### src/rtl/piso_frame_pkg.sv
// Shared definitions for the serial frame transmitter.
// State encoding and default frame shape.
package piso_frame_pkg;

    typedef enum logic [2:0] {
        ST_IDLE  = 3'd0,
        ST_START = 3'd1,
        ST_DATA  = 3'd2,
        ST_PAR   = 3'd3,
        ST_STOP  = 3'd4
    } state_e;

    localparam int DEF_WIDTH    = 8;
    localparam int DEF_PARITY   = 0;
    localparam int DEF_IDLE_LVL = 1;

endpackage

### src/rtl/dff_ne_clr.sv
// Negative-edge D flip-flop, async active-low clear.
// The clear value is a parameter so one cell serves every register.
module dff_ne_clr #(
    parameter int           W       = 1,
    parameter logic [W-1:0] CLR_VAL = '0
) (
    input  logic         c,
    input  logic         clr_n,
    input  logic [W-1:0] d,
    output logic [W-1:0] q
);

    // Capture d on the falling edge; clear forces CLR_VAL at once.
    always_ff @(negedge c or negedge clr_n) begin
        if (!clr_n) q <= CLR_VAL;
        else        q <= d;
    end

endmodule

### src/rtl/piso_frame_tx.sv
// Parallel-in serial-out frame transmitter:
// start bit, data LSB first, optional even parity, stop bit.
module piso_frame_tx
    import piso_frame_pkg::*;
#(
    parameter int WIDTH    = DEF_WIDTH,
    parameter int PARITY   = DEF_PARITY,
    parameter int IDLE_LVL = DEF_IDLE_LVL
) (
    input  logic             C,
    input  logic             CLRnot,
    input  logic [WIDTH-1:0] D_IN,
    input  logic             LOAD,
    output logic             READY,
    output logic             SO,
    output logic             BUSY,
    output logic             DONE
);

    localparam int            CW       = $clog2(WIDTH) + 1;
    localparam logic          IDLE_BIT = (IDLE_LVL != 0) ? 1'b1 : 1'b0;
    localparam logic [CW-1:0] LAST     = CW'(WIDTH - 1);

    logic [2:0]       state_q;
    state_e           state;
    state_e           state_n;
    logic [WIDTH-1:0] shreg_q;
    logic [WIDTH-1:0] shreg_n;
    logic [CW-1:0]    cnt_q;
    logic [CW-1:0]    cnt_n;
    logic             par_q;
    logic             par_n;
    logic             so_n;
    logic             done_n;
    logic             accept;

    assign state  = state_e'(state_q);
    assign READY  = (state == ST_IDLE) || (state == ST_STOP);
    assign BUSY   = (state != ST_IDLE);
    assign accept = LOAD && READY;

    // Next state, shift register, counter and parity capture.
    always_comb begin
        state_n = state;
        shreg_n = shreg_q;
        cnt_n   = cnt_q;
        par_n   = par_q;
        case (state)
            ST_IDLE:  state_n = ST_IDLE;
            ST_START: begin
                state_n = ST_DATA;
                cnt_n   = '0;
            end
            ST_DATA: begin
                shreg_n = shreg_q >> 1;
                if (cnt_q == LAST) begin
                    cnt_n   = '0;
                    state_n = (PARITY != 0) ? ST_PAR : ST_STOP;
                end else begin
                    cnt_n = cnt_q + 1'b1;
                end
            end
            ST_PAR:   state_n = ST_STOP;
            ST_STOP:  state_n = ST_IDLE;
            default:  state_n = ST_IDLE;
        endcase
        if (accept) begin
            state_n = ST_START;
            shreg_n = D_IN;
            par_n   = ^D_IN;
        end
    end

    // Line level for the upcoming state, so SO lines up with state.
    always_comb begin
        so_n   = IDLE_BIT;
        done_n = (state == ST_STOP);
        case (state_n)
            ST_START: so_n = ~IDLE_BIT;
            ST_DATA:  so_n = shreg_n[0];
            ST_PAR:   so_n = par_n;
            default:  so_n = IDLE_BIT;
        endcase
    end

    dff_ne_clr #(.W(3), .CLR_VAL(ST_IDLE)) u_state (
        .c(C), .clr_n(CLRnot), .d(state_n), .q(state_q)
    );

    dff_ne_clr #(.W(1), .CLR_VAL(IDLE_BIT)) u_so (
        .c(C), .clr_n(CLRnot), .d(so_n), .q(SO)
    );

    dff_ne_clr #(.W(1), .CLR_VAL(1'b0)) u_done (
        .c(C), .clr_n(CLRnot), .d(done_n), .q(DONE)
    );

    dff_ne_clr #(.W(WIDTH), .CLR_VAL('0)) u_shreg (
        .c(C), .clr_n(CLRnot), .d(shreg_n), .q(shreg_q)
    );

    dff_ne_clr #(.W(CW), .CLR_VAL('0)) u_cnt (
        .c(C), .clr_n(CLRnot), .d(cnt_n), .q(cnt_q)
    );

    dff_ne_clr #(.W(1), .CLR_VAL(1'b0)) u_par (
        .c(C), .clr_n(CLRnot), .d(par_n), .q(par_q)
    );

endmodule
### config.mk
export PLATFORM = sky130hd
export DESIGN_NAME = piso_frame_tx
export DESIGN_NICKNAME = d
export VERILOG_FILES = /design/src/rtl/piso_frame_pkg.sv /design/src/rtl/dff_ne_clr.sv /design/src/rtl/piso_frame_tx.sv
export SDC_FILE = /design/constraint.sdc
export NUM_CORES = 1
export LEC_CHECK = 0
export BUFFER_PORTS_ARGS = -buffer_cell sky130_fd_sc_hd__buf_2
export CAP_MARGIN = 5
export CORE_MARGIN = 5
export CORE_UTILIZATION = 40
export CTS_CLUSTER_DIAMETER = 100
export DETAILED_ROUTE_END_ITERATION = 10
export RECOVER_POWER = 25
export SLEW_MARGIN = 0
export SYNTH_ARGS = -nofsm -noshare
export SYNTH_HDL_FRONTEND = slang
export SYNTH_SLANG_ARGS = --single-unit
export TNS_END_PERCENT = 5
### constraint.sdc
create_clock -name C -period 1.7 [get_ports C]
set_input_delay 0 -clock C [delete_from_list [all_inputs] [get_ports C]]
set_output_delay 0 -clock C [all_outputs]
set_load 0.02 [all_outputs]
Word level (Yosys, flattened, before mapping)
Index checks and enable logic that the tools add are counted.
{"block": "word_totals", "reg_bits": 18, "in_bits": 11, "out_inout_bits": 4, "wordCells": 32}
{"block": "op_classes", "add_sub_neg": 1, "n_eq_ne": 8, "n_mux": 9, "n_reduce_logical": 7}
{"op": "2-to-1 mux 8 bit", "n": 2}
{"op": "equality test 3 x 2 -> 1 bit, second input constant", "n": 4}
{"op": "case mux 3 bit (3 select lines)", "n": 1}
{"op": "case mux 4 bit (2 select lines)", "n": 1}
{"op": "XOR reduction 8 bit", "n": 1}
{"op": "equality test 3 x 1 -> 1 bit, second input constant", "n": 2}
{"op": "2-to-1 mux 3 bit", "n": 2}
{"op": "adder 4 x 1 -> 4 bit, second input constant", "n": 1}
{"op": "equality test 4 x 3 -> 1 bit, second input constant", "n": 1}
{"op": "2-to-1 mux 4 bit", "n": 1}
{"op": "nonzero test 2 bit", "n": 2}
{"op": "equality test 3 bit, second input constant", "n": 1}
{"op": "zero test 3 bit", "n": 1}
{"op": "case mux 1 bit (3 select lines)", "n": 1}
{"op": "nonzero test 3 bit", "n": 1}
{"op": "logical AND 1 bit", "n": 1}
{"op": "logical OR 1 bit", "n": 1}
{"op": "2-to-1 mux 1 bit", "n": 1}

Logic depth before layout (Yosys ltp)
{"block": "logic_depth", "word_depth": 6, "mapped_depth": 6}

Modules after synthesis
Synthesis repeated with hierarchy kept, for this count alone.
{"block": "unflattened", "hier_cells": 78, "hier_area_um2": 839.6}
{"mod": "piso_frame_tx", "instances": 1, "cells_per_inst": 60, "area_each_um2": 409.1, "seq_area_each_um2": 0.0}
{"mod": "dff_ne_clr at u_shreg", "instances": 1, "cells_per_inst": 8, "area_each_um2": 200.2, "seq_area_each_um2": 200.2}
{"mod": "dff_ne_clr at u_cnt", "instances": 1, "cells_per_inst": 4, "area_each_um2": 100.1, "seq_area_each_um2": 100.1}
{"mod": "dff_ne_clr at u_state", "instances": 1, "cells_per_inst": 3, "area_each_um2": 75.1, "seq_area_each_um2": 75.1}
{"mod": "dff_ne_clr at u_so", "instances": 1, "cells_per_inst": 2, "area_each_um2": 30.0, "seq_area_each_um2": 26.3}
{"mod": "dff_ne_clr at u_done", "instances": 1, "cells_per_inst": 1, "area_each_um2": 25.0, "seq_area_each_um2": 25.0}

==> results.ini <==
[yosys]
synth_top_area_share = 0.4762
syn_avg_cell_area_sq_um = 9.664
synth-main-ff-cell = dfrtn_1
synth_top_area_cell = dfrtn_1
synth.area.top_cells = dfrtn_1 48%, a21oi_1 7.1%, nor2_1 6.3%
yosys_register_bits = 17
netlist_area_sq_um = 840.8
ys_seq_area_frac = 0.5074
synth_cells = 87
ys_types = 29
syn_nets = 99
synth-async-reset-ratio = 1.000
synth-edff-count = 0
synth_warnings = 0

[cells_and_area]
area_growth_pct = 19.79
num_antenna_cells = 0
drive_above_1_share = 0.2667
fill_cells = 180
mostFrequentLayoutCell = dfrtn_1
nets = 118
layout_common_cells = 16 x dfrtn_1, 13 x nor2_1, 12 x a21oi_1

[clock_tree]
clk_latency_ns = 0.34
clockBufferDepth = 2
cts_root_buf = clkbuf_4
cts_made_buffers = 3
cts_tree = done
path_clk_slew_ns = 0.07
cts_max_level = 1
hold_buffers = 0
cts_sinks = 17

[sta]
worst_slack_ns = -0.3095
slew-limit-headroom = 0.3992
finalSetupViolCount = 3
skew_ns = 0.05492
rsz0062_at_grt = yes
drv_slew = 0
worst_pin_slew_ns = 0.9012
fin_tns_setup_ns = -0.6381
timing_hold_violations_final = 0

[power]
power.total_mw = 1.906
ir_drop_mv = 0.9480
leakage_nw = 0.4599
p_per_area_mw_per_mm2 = 1892

[setup_path]
critPathTopFamily = simple AND/OR/NAND/NOR gates
critPathLaunchType = flop
path_max_fanout = 2
critPathKind = reg2out
path_buf_inv = 1
cpPeakStageDelay_ns = 0.37
cp_cell_sequence = or3_4 -> buf_6
cp_slowest_cell = or3_4
reg2reg_slack_ns = 0.31
cp.required_ns = 1.70
end_kind = output pin
arrival_ns = 2.01

[route]
via_per_inst = 5.182
drtIter0Drc = 19
ant_nets = 0
via_count = 684
drcViolationCount = 0
wl_per_cell_um = 13.34
routed_wl_um = 1761
firstDrtPassIters = 4

[global_routing]
grt_use_total = 0.1258
grt_pass1_wl_um = 3153
grt_overflow = 0
grt_max_degree = 18
grt_pass1_vias = 711
antenna_found_initial = 0

[hold_path]
hold_path_class = reg2reg

[place]
gp_congestion = 0.7543
numPortBuffers = 14
dp_hpwl_um = 1256

[die]
start_util = 0.4242
num_rows = 16
die-area_sq_mm = 0.003119
die_h_um = 55.85
pin_count = 15
core-area_sq_mm = 0.001982
die_w_um = 55.85

[flow_run]
max_cap_violations = 0

[run_status]
violations = negative setup slack
status = finished with violations

==> cell type report <==
class	instances	area, sq um	area share
repair buffers	19	135.1	0.1342
flip-flops and latches	17	426.7	0.4236
multi-input cells	60	366.6	0.3640
well taps	27	33.78	0.03354
clock inverters	2	7.507	0.007453
inverters	4	15.01	0.01491
clock buffers	3	22.52	0.02236
==> timing repair <==
item,in CTS,in global routing
gates cloned,0,0
buffers inserted,0,0
endpoints found under the setup margin,3,4
resized for setup,6,4
pin swaps,1,0
==> tightest hold or removal path, stage by stage (launching register included) <==
cell	delay (ns)
dfrtn_1	0.41
nor2_1	0.05
a21oi_1	0.10
==> layer usage <==
| layer | vias to the layer above | part of all wire | GRT usage |
|---|---|---|---|
| met2 | 13 | 0.49 | 0.2162 |
| met5 | - | 0 | 0 |
| met3 | 2 | 0.056 | 0.05568 |
| met1 | 325 | 0.45 | 0.1429 |
| met4 | 0 | 0.0068 | 0.03051 |
| li1 | 344 | - | - |
==> synth_stat cells, drive strengths merged, types with 2 or more instances <==
library cell	number
nand3	2
dfrtn	16
a21oi	13
nand2	3
buf	5
o21ai	4
nand2b	2
o22ai	6
nor2	15
nor3b	2
o2bb2ai	2
inv	5
==> state kept, by name, indices dropped and copies added, names as in the netlist <==
| signal | count |
|---|---|
| u_cnt.q | 4 |
| u_so.q | 1 |
| u_shreg.q | 8 |
| u_done.q | 1 |
| u_state.q | 3 |
==> path summary, 6_finish.rpt <==
| check | cells past startpoint | endpoint | start |
|---|---|---|---|
| max reg2reg | 5 | u_cnt.q[2] | u_state.q[0] |
| min in group asynchronous | 1 | u_shreg.q[2] | CLRnot |
| min reg2reg | 2 | u_shreg.q[4] | u_shreg.q[4] |
| min | 2 | u_shreg.q[4] | u_shreg.q[4] |
| max in group asynchronous | 1 | u_cnt.q[1] | CLRnot |
| max | 2 | BUSY | u_state.q[1] |
==> power by group <==
part	switching (mW)	leakage (nW)	internal (mW)
Combinational	0.524	0.228	0.438
Clock	0.129	0.0245	0.0884
Sequential	0.121	0.207	0.605
==> cell families after synthesis <==
group	after synthesis	synth area share
compound gates	28	0.2054
fa+ha+maj	1	0.01488
simple gates	30	0.1950
flops	17	0.5074
mux	1	0.01191
buf+inv	10	0.06547
==> stage by stage <==
step / cell area [sq um] / hold WS [ns] / setup slack, ns / utilization / cells
detailed placement: 950.9 / 0.4795 / -0.01758 / 0.4798 / 128
floorplan: 852.1 / 0.4458 / -0.09386 / - / 87
global route: 1007 / 0.5116 / -0.3596 / 0.5082 / 132
global placement: 950.9 / 0.4674 / -0.0001477 / 0.4798 / 128
finish: 1007 / 0.4805 / -0.3095 / 0.5082 / 132
CTS: 994.7 / 0.3598 / -0.3271 / 0.5019 / 132
(Power assumes the default switching activity.)
